--- config.mk ---
export PLATFORM = sky130hd
export DESIGN_NAME = mul_div_iterativo
export DESIGN_NICKNAME = d
export VERILOG_FILES = /design/src/rtl/mul_div_iterativo.sv
export SDC_FILE = /design/constraint.sdc
export NUM_CORES = 1
export LEC_CHECK = 0
export BUFFER_PORTS_ARGS = -buffer_cell sky130_fd_sc_hd__buf_2
export CAP_MARGIN = 20
export CORE_ASPECT_RATIO = 0.5
export CORE_UTILIZATION = 31
export DETAILED_ROUTE_END_ITERATION = 6
export PLACE_DENSITY = 0.52
export REMOVE_ABC_BUFFERS = 1
export SLEW_MARGIN = 20
export SYNTH_ARGS = -nofsm -noshare
export SYNTH_HDL_FRONTEND = slang
export SYNTH_SLANG_ARGS = --single-unit
--- constraint.sdc ---
create_clock -name clk -period 8 [get_ports clk]
set_clock_uncertainty 0.15 [all_clocks]
set_input_delay 0.4 -clock clk [delete_from_list [all_inputs] [get_ports clk]]
set_output_delay 0.4 -clock clk [all_outputs]
set_load 0.005 [all_outputs]
--- src/rtl/mul_div_iterativo.sv ---
// Iterative RV32M multiply/divide: shift-add multiply and restoring divide, one bit per clock.
// Optional MD_EARLY_OUT_EN: zero-operand cases bypass the iteration loop and go straight to FIX.
//
// state  | meaning
// IDLE   | waiting for start; operands, magnitudes and sign flags latched on accept
// CALC   | 32 iterations, one multiply/divide bit per edge
// FIX    | sign correction, word select, divide-by-zero override; registers result
// DONE   | done pulse for one cycle, then back to IDLE
module mul_div_iterativo #(
    parameter int XLEN  = 32,
    parameter int CNT_W = 5
) (
    input  logic            clk,
    input  logic            reset_MD,
    input  logic            start,
    input  logic [2:0]      funct3,
    input  logic [XLEN-1:0] a,
    input  logic [XLEN-1:0] b,
    input  logic [4:0]      rd_in,
    output logic            busy,
    output logic            done,
    output logic [XLEN-1:0] result,
    output logic [4:0]      rd_out
);

    localparam logic [2:0] F_MUL    = 3'b000;
    localparam logic [2:0] F_MULH   = 3'b001;
    localparam logic [2:0] F_MULHSU = 3'b010;
    localparam logic [2:0] F_MULHU  = 3'b011;
    localparam logic [2:0] F_DIV    = 3'b100;
    localparam logic [2:0] F_DIVU   = 3'b101;
    localparam logic [2:0] F_REM    = 3'b110;
    localparam logic [2:0] F_REMU   = 3'b111;

    typedef enum logic [1:0] {
        S_IDLE = 2'd0,
        S_CALC = 2'd1,
        S_FIX  = 2'd2,
        S_DONE = 2'd3
    } state_t;

    state_t              state_q, state_d;
    logic [CNT_W-1:0]    cnt_q, cnt_d;
    logic [2:0]          op_q, op_d;
    logic [4:0]          rd_q, rd_d;
    logic [2*XLEN-1:0]   acc_q, acc_d;
    logic [XLEN-1:0]     opb_q, opb_d;
    logic [XLEN-1:0]     a_orig_q, a_orig_d;
    logic                neg_q, neg_d;
    logic                bzero_q, bzero_d;
    logic [XLEN-1:0]     result_q, result_d;

    // Operand conditioning in IDLE
    logic            a_neg_in, b_neg_in;
    logic [XLEN-1:0] a_mag, b_mag;
    logic            early_out;

    // Iteration datapath; acc_q holds {hi, lo} for multiply and {remainder, quotient} for divide
    logic [XLEN:0]     mul_sum;
    logic [2*XLEN-1:0] mul_next;
    logic [XLEN:0]     div_shift;
    logic [XLEN:0]     div_diff;
    logic [2*XLEN-1:0] div_next;

    // FIX stage
    logic [2*XLEN-1:0] prod_signed;
    logic [XLEN-1:0]   quo, rem, fix_val;

    always_comb begin
        a_neg_in = a[XLEN-1] & ((funct3 == F_MULH) | (funct3 == F_MULHSU) |
                                (funct3 == F_DIV)  | (funct3 == F_REM));
        b_neg_in = b[XLEN-1] & ((funct3 == F_MULH) | (funct3 == F_DIV) | (funct3 == F_REM));
        a_mag    = a_neg_in ? (~a + 1'b1) : a;
        b_mag    = b_neg_in ? (~b + 1'b1) : b;
`ifdef MD_EARLY_OUT_EN
        early_out = (a == '0) | (b == '0);
`else
        early_out = 1'b0;
`endif
    end

    always_comb begin
        mul_sum   = {1'b0, acc_q[2*XLEN-1:XLEN]} + (acc_q[0] ? {1'b0, opb_q} : '0);
        mul_next  = {mul_sum, acc_q[XLEN-1:1]};
        div_shift = {acc_q[2*XLEN-1:XLEN], acc_q[XLEN-1]};
        div_diff  = div_shift - {1'b0, opb_q};
        if (div_diff[XLEN])
            div_next = {div_shift[XLEN-1:0], acc_q[XLEN-2:0], 1'b0};
        else
            div_next = {div_diff[XLEN-1:0], acc_q[XLEN-2:0], 1'b1};
    end

    always_comb begin
        prod_signed = neg_q ? (~acc_q + 1'b1) : acc_q;
        quo         = acc_q[XLEN-1:0];
        rem         = acc_q[2*XLEN-1:XLEN];
        fix_val     = '0;
        case (op_q)
            F_MUL:                      fix_val = prod_signed[XLEN-1:0];
            F_MULH, F_MULHSU, F_MULHU:  fix_val = prod_signed[2*XLEN-1:XLEN];
            F_DIV, F_DIVU:              fix_val = bzero_q ? '1 : (neg_q ? (~quo + 1'b1) : quo);
            F_REM, F_REMU:              fix_val = bzero_q ? a_orig_q : (neg_q ? (~rem + 1'b1) : rem);
            default:                    fix_val = '0;
        endcase
    end

    always_comb begin
        state_d  = state_q;
        cnt_d    = cnt_q;
        op_d     = op_q;
        rd_d     = rd_q;
        acc_d    = acc_q;
        opb_d    = opb_q;
        a_orig_d = a_orig_q;
        neg_d    = neg_q;
        bzero_d  = bzero_q;
        result_d = result_q;
        case (state_q)
            S_IDLE: begin
                if (start) begin
                    op_d     = funct3;
                    rd_d     = rd_in;
                    opb_d    = b_mag;
                    a_orig_d = a;
                    bzero_d  = (b == '0);
                    neg_d    = (funct3 == F_REM) ? a_neg_in : (a_neg_in ^ b_neg_in);
                    cnt_d    = '0;
                    if (early_out) begin
                        // Zero product, zero quotient/remainder, or an override applied in FIX
                        acc_d   = '0;
                        state_d = S_FIX;
                    end else begin
                        acc_d   = {{XLEN{1'b0}}, a_mag};
                        state_d = S_CALC;
                    end
                end
            end
            S_CALC: begin
                acc_d = op_q[2] ? div_next : mul_next;
                cnt_d = cnt_q + 1'b1;
                if (cnt_q == {CNT_W{1'b1}})
                    state_d = S_FIX;
            end
            S_FIX: begin
                result_d = fix_val;
                state_d  = S_DONE;
            end
            S_DONE: begin
                state_d = S_IDLE;
            end
            default: state_d = S_IDLE;
        endcase
    end

    always_ff @(posedge clk) begin
        if (reset_MD) begin
            state_q  <= S_IDLE;
            cnt_q    <= '0;
            op_q     <= '0;
            rd_q     <= '0;
            acc_q    <= '0;
            opb_q    <= '0;
            a_orig_q <= '0;
            neg_q    <= 1'b0;
            bzero_q  <= 1'b0;
            result_q <= '0;
        end else begin
            state_q  <= state_d;
            cnt_q    <= cnt_d;
            op_q     <= op_d;
            rd_q     <= rd_d;
            acc_q    <= acc_d;
            opb_q    <= opb_d;
            a_orig_q <= a_orig_d;
            neg_q    <= neg_d;
            bzero_q  <= bzero_d;
            result_q <= result_d;
        end
    end

    assign busy   = (state_q != S_IDLE);
    assign done   = (state_q == S_DONE);
    assign result = result_q;
    assign rd_out = rd_q;

endmodule
==> flow_summary.ini <==
[outcome]
status = completed

[synthesis]
ys_seq_area_frac = 0.235
yosys-mux-area-fraction = 0.0446
netlist_top_cells_area = dfxtp_1, a21oi_1, nor2_1
synth_seq_cells = 177
synth_fa_ha_area_frac = 0.0640
ys_warn_count = 0
yosys.area.top_type = dfxtp_1
synth_commonest_cells = nor2_1, nand2_1, a21oi_1
synth-simple-area-share = 0.208
synth_compound_area_frac = 0.280
syn_inst = 2102
syn_area_mm2 = 0.0151
syn_area_per_cell_um2 = 7.18
synth_xor_area_frac = 0.110
synth_async_sr_flop_share = 0
synth.most_common_cell = nor2_1
synth_flop_cell = dfxtp_1
synth-edff-count = 0
synth_top_area_share = 0.235
ys_types = 77
synth_top_family_by_area = compound AO/OA/AOI/OAI gates

[sta]
max_slew_margin = 0.272
period_needed_ns = 4.72
fmax_ghz = 0.212
setup_tns_ns = 0
slew_violations = 0
rsz0062_at_grt = no
hold_viol_final = 0
tightest_slew_ns = 1.09
period_share = 0.590
final-setup-viol-count = 0

[worst_hold_path]
holdPathStages = 3
hp-class = primary input to flop

[floorplanning]
initial_core_util = 0.318
pin_count = 114
core_area_mm2 = 0.0474
die-area_mm2 = 0.0496
die_y_um = 158
die_width_um = 314
rows = 56

[critical_path]
worstSetupPathType = flop to flop
rr_worst_depth = 14
cp.arrival_ns = 4.92
cp-endpoint = acc_q[54]
endpoint_kind = flop
cp.required_ns = 8.20
rr_startpoint = acc_q[31]
regToRegSetupSlack_ns = 3.28
crit_path_start = acc_q[31]
worstPathMaxFanout = 23
r2r_end = acc_q[54]
critPathLaunchType = flop

[clocking]
cts_setup_buffers = 0
clkLatencyLatePin_ns = 0.46
tritoncts = done
clk_path_buf_depth = 2
cts_root_buf = clkbuf_16
hold_buffers = 0
clk_pin_slew_worst_paths_ns = 0.07
h-tree-depth = 4
cts.sinks = 177
cts_made_buffers = 17
cts_resized = 0

[final_layout]
syn2layout_area_growth_pct = 10.6
register_area_mm2 = 0.00355
diodes = 0
final_layout_size_suffix_gt1_frac = 0.0945
final_nets = 2254
multiInputGateArea_mm2 = 0.0107
fillers = 5131
final_util = 0.352

[job]
max-cap-violations = 0

[grt]
antenna_found_initial = 3
grt_pass1_vias = 14006
grt_use_total = 0.213
grt_pass1_wl_um = 82400
overflow = 0
grt_max_degree = 87

[routing]
via_per_inst = 5.56
drc = 0
drtIter0Drc = 1263
vias = 15321
first_pass_iters = 5
ant_nets = 0
routedWlPerCell_um = 19.5
routed_wl_um = 53800

[power]
power_leakage_uw = 0.00660
power_density_mw_per_mm2 = 299
peakVddDrop_v = 0.000197
finalPower_uw = 4990

[place]
place_hpwl_um = 40200
gp_congestion = 0.963
io_buffers = 113
[layout by cell type (no fill, tap or decap), drive strengths merged, types with 22 or more instances in the layout]
cell | synthesis | final
nor2 | 248 | 248
nand2 | 245 | 245
a21oi | 204 | 204
dfxtp | 177 | 177
o21ai | 146 | 146
buf | 20 | 137
xor2 | 98 | 98
xnor2 | 91 | 91
ha | 74 | 74
inv | 72 | 74
a211oi | 70 | 70
mux2i | 65 | 65
nor3 | 44 | 44
a21o | 29 | 29
o31ai | 27 | 27
nand3 | 26 | 26
a22oi | 23 | 23
a31oi | 22 | 22
[kinds of logic (layout without fill, tap and decap cells)]
family | Yosys count | after routing
and+or+nand+nor | 699 | 699
xor gates and xnor gates | 189 | 189
adders and majority gates | 76 | 76
buffers and inverters | 230 | 244
DFF | 177 | 177
muxes | 67 | 67
AOI/OAI and AO/OA | 664 | 664
[worst min path at each step]
stage                            start      endpoint  slack, ns
after floorplan           a_orig_q[13]  a_orig_q[13]       0.28
after CTS                     rd_in[2]     rd_out[2]      0.003
after global placement       result[8]     result[8]       0.29
after detailed placement     result[8]     result[8]       0.29
after global routing          rd_in[3]     rd_out[3]       0.02
final                         rd_in[1]     rd_out[1]       0.02
[cell type report]
| class | instances | share of cell area |
|---|---|---|
| clock buffer | 21 | 0.0288 |
| clock inverter | 11 | 0.00765 |
| inverter | 75 | 0.0169 |
| multi-input combinational | 1695 | 0.641 |
| sequential | 177 | 0.213 |
| tap | 638 | 0.0479 |
| timing repair buffer | 137 | 0.0449 |
[critical path, stage by stage, from the launching register on]
cell and delay (ns):
dfxtp_1 0.44, inv_1 0.09, ha_1 0.25, fa_1 0.39, nand2b_1 0.21, a21oi_1 0.35
o21ai_0 0.26, nand2_1 0.21, a211o_1 0.20, a21oi_1 0.14, xnor2_2 0.86, buf_4 0.49
mux2i_1 0.23, nor2_1 0.06, a221o_1 0.28
[routing by layer]
metal | track usage | up-vias | part of all wire
met1 | 0.296 | 7248 | 0.49
li1 | - | 7540 | -
met2 | 0.328 | 448 | 0.43
met5 | 0 | - | 0.00058
met3 | 0.0403 | 81 | 0.058
met4 | 0.0722 | 4 | 0.025
[flip-flops by register name, indices dropped and copies added, names as in the netlist]
signal / cells
a_orig_q: 32
acc_q: 64
bzero_q: 1
cnt_q: 5
neg_q: 1
op_q: 3
opb_q: 32
rd_out: 5
result: 32
state_q: 2
[metrics by stage]
stage                     cell area [um^2]  cells  hold slack [ns]  setup slack, ns
after global placement               16100   2721            0.289             3.31
after global routing                 16700   2754           0.0240             2.96
after detailed placement             16100   2722            0.293             3.31
after CTS                            16700   2754          0.00269             3.29
after floorplan                      14500   1947            0.275             2.69
final                                16700   2754           0.0234             3.28
[power by group]
part           switching [uW]  internal, uW
registers                 291          1100
clock network             403           496
logic                    1740           962
No activity file was read; power rests on OpenSTA's default activity.
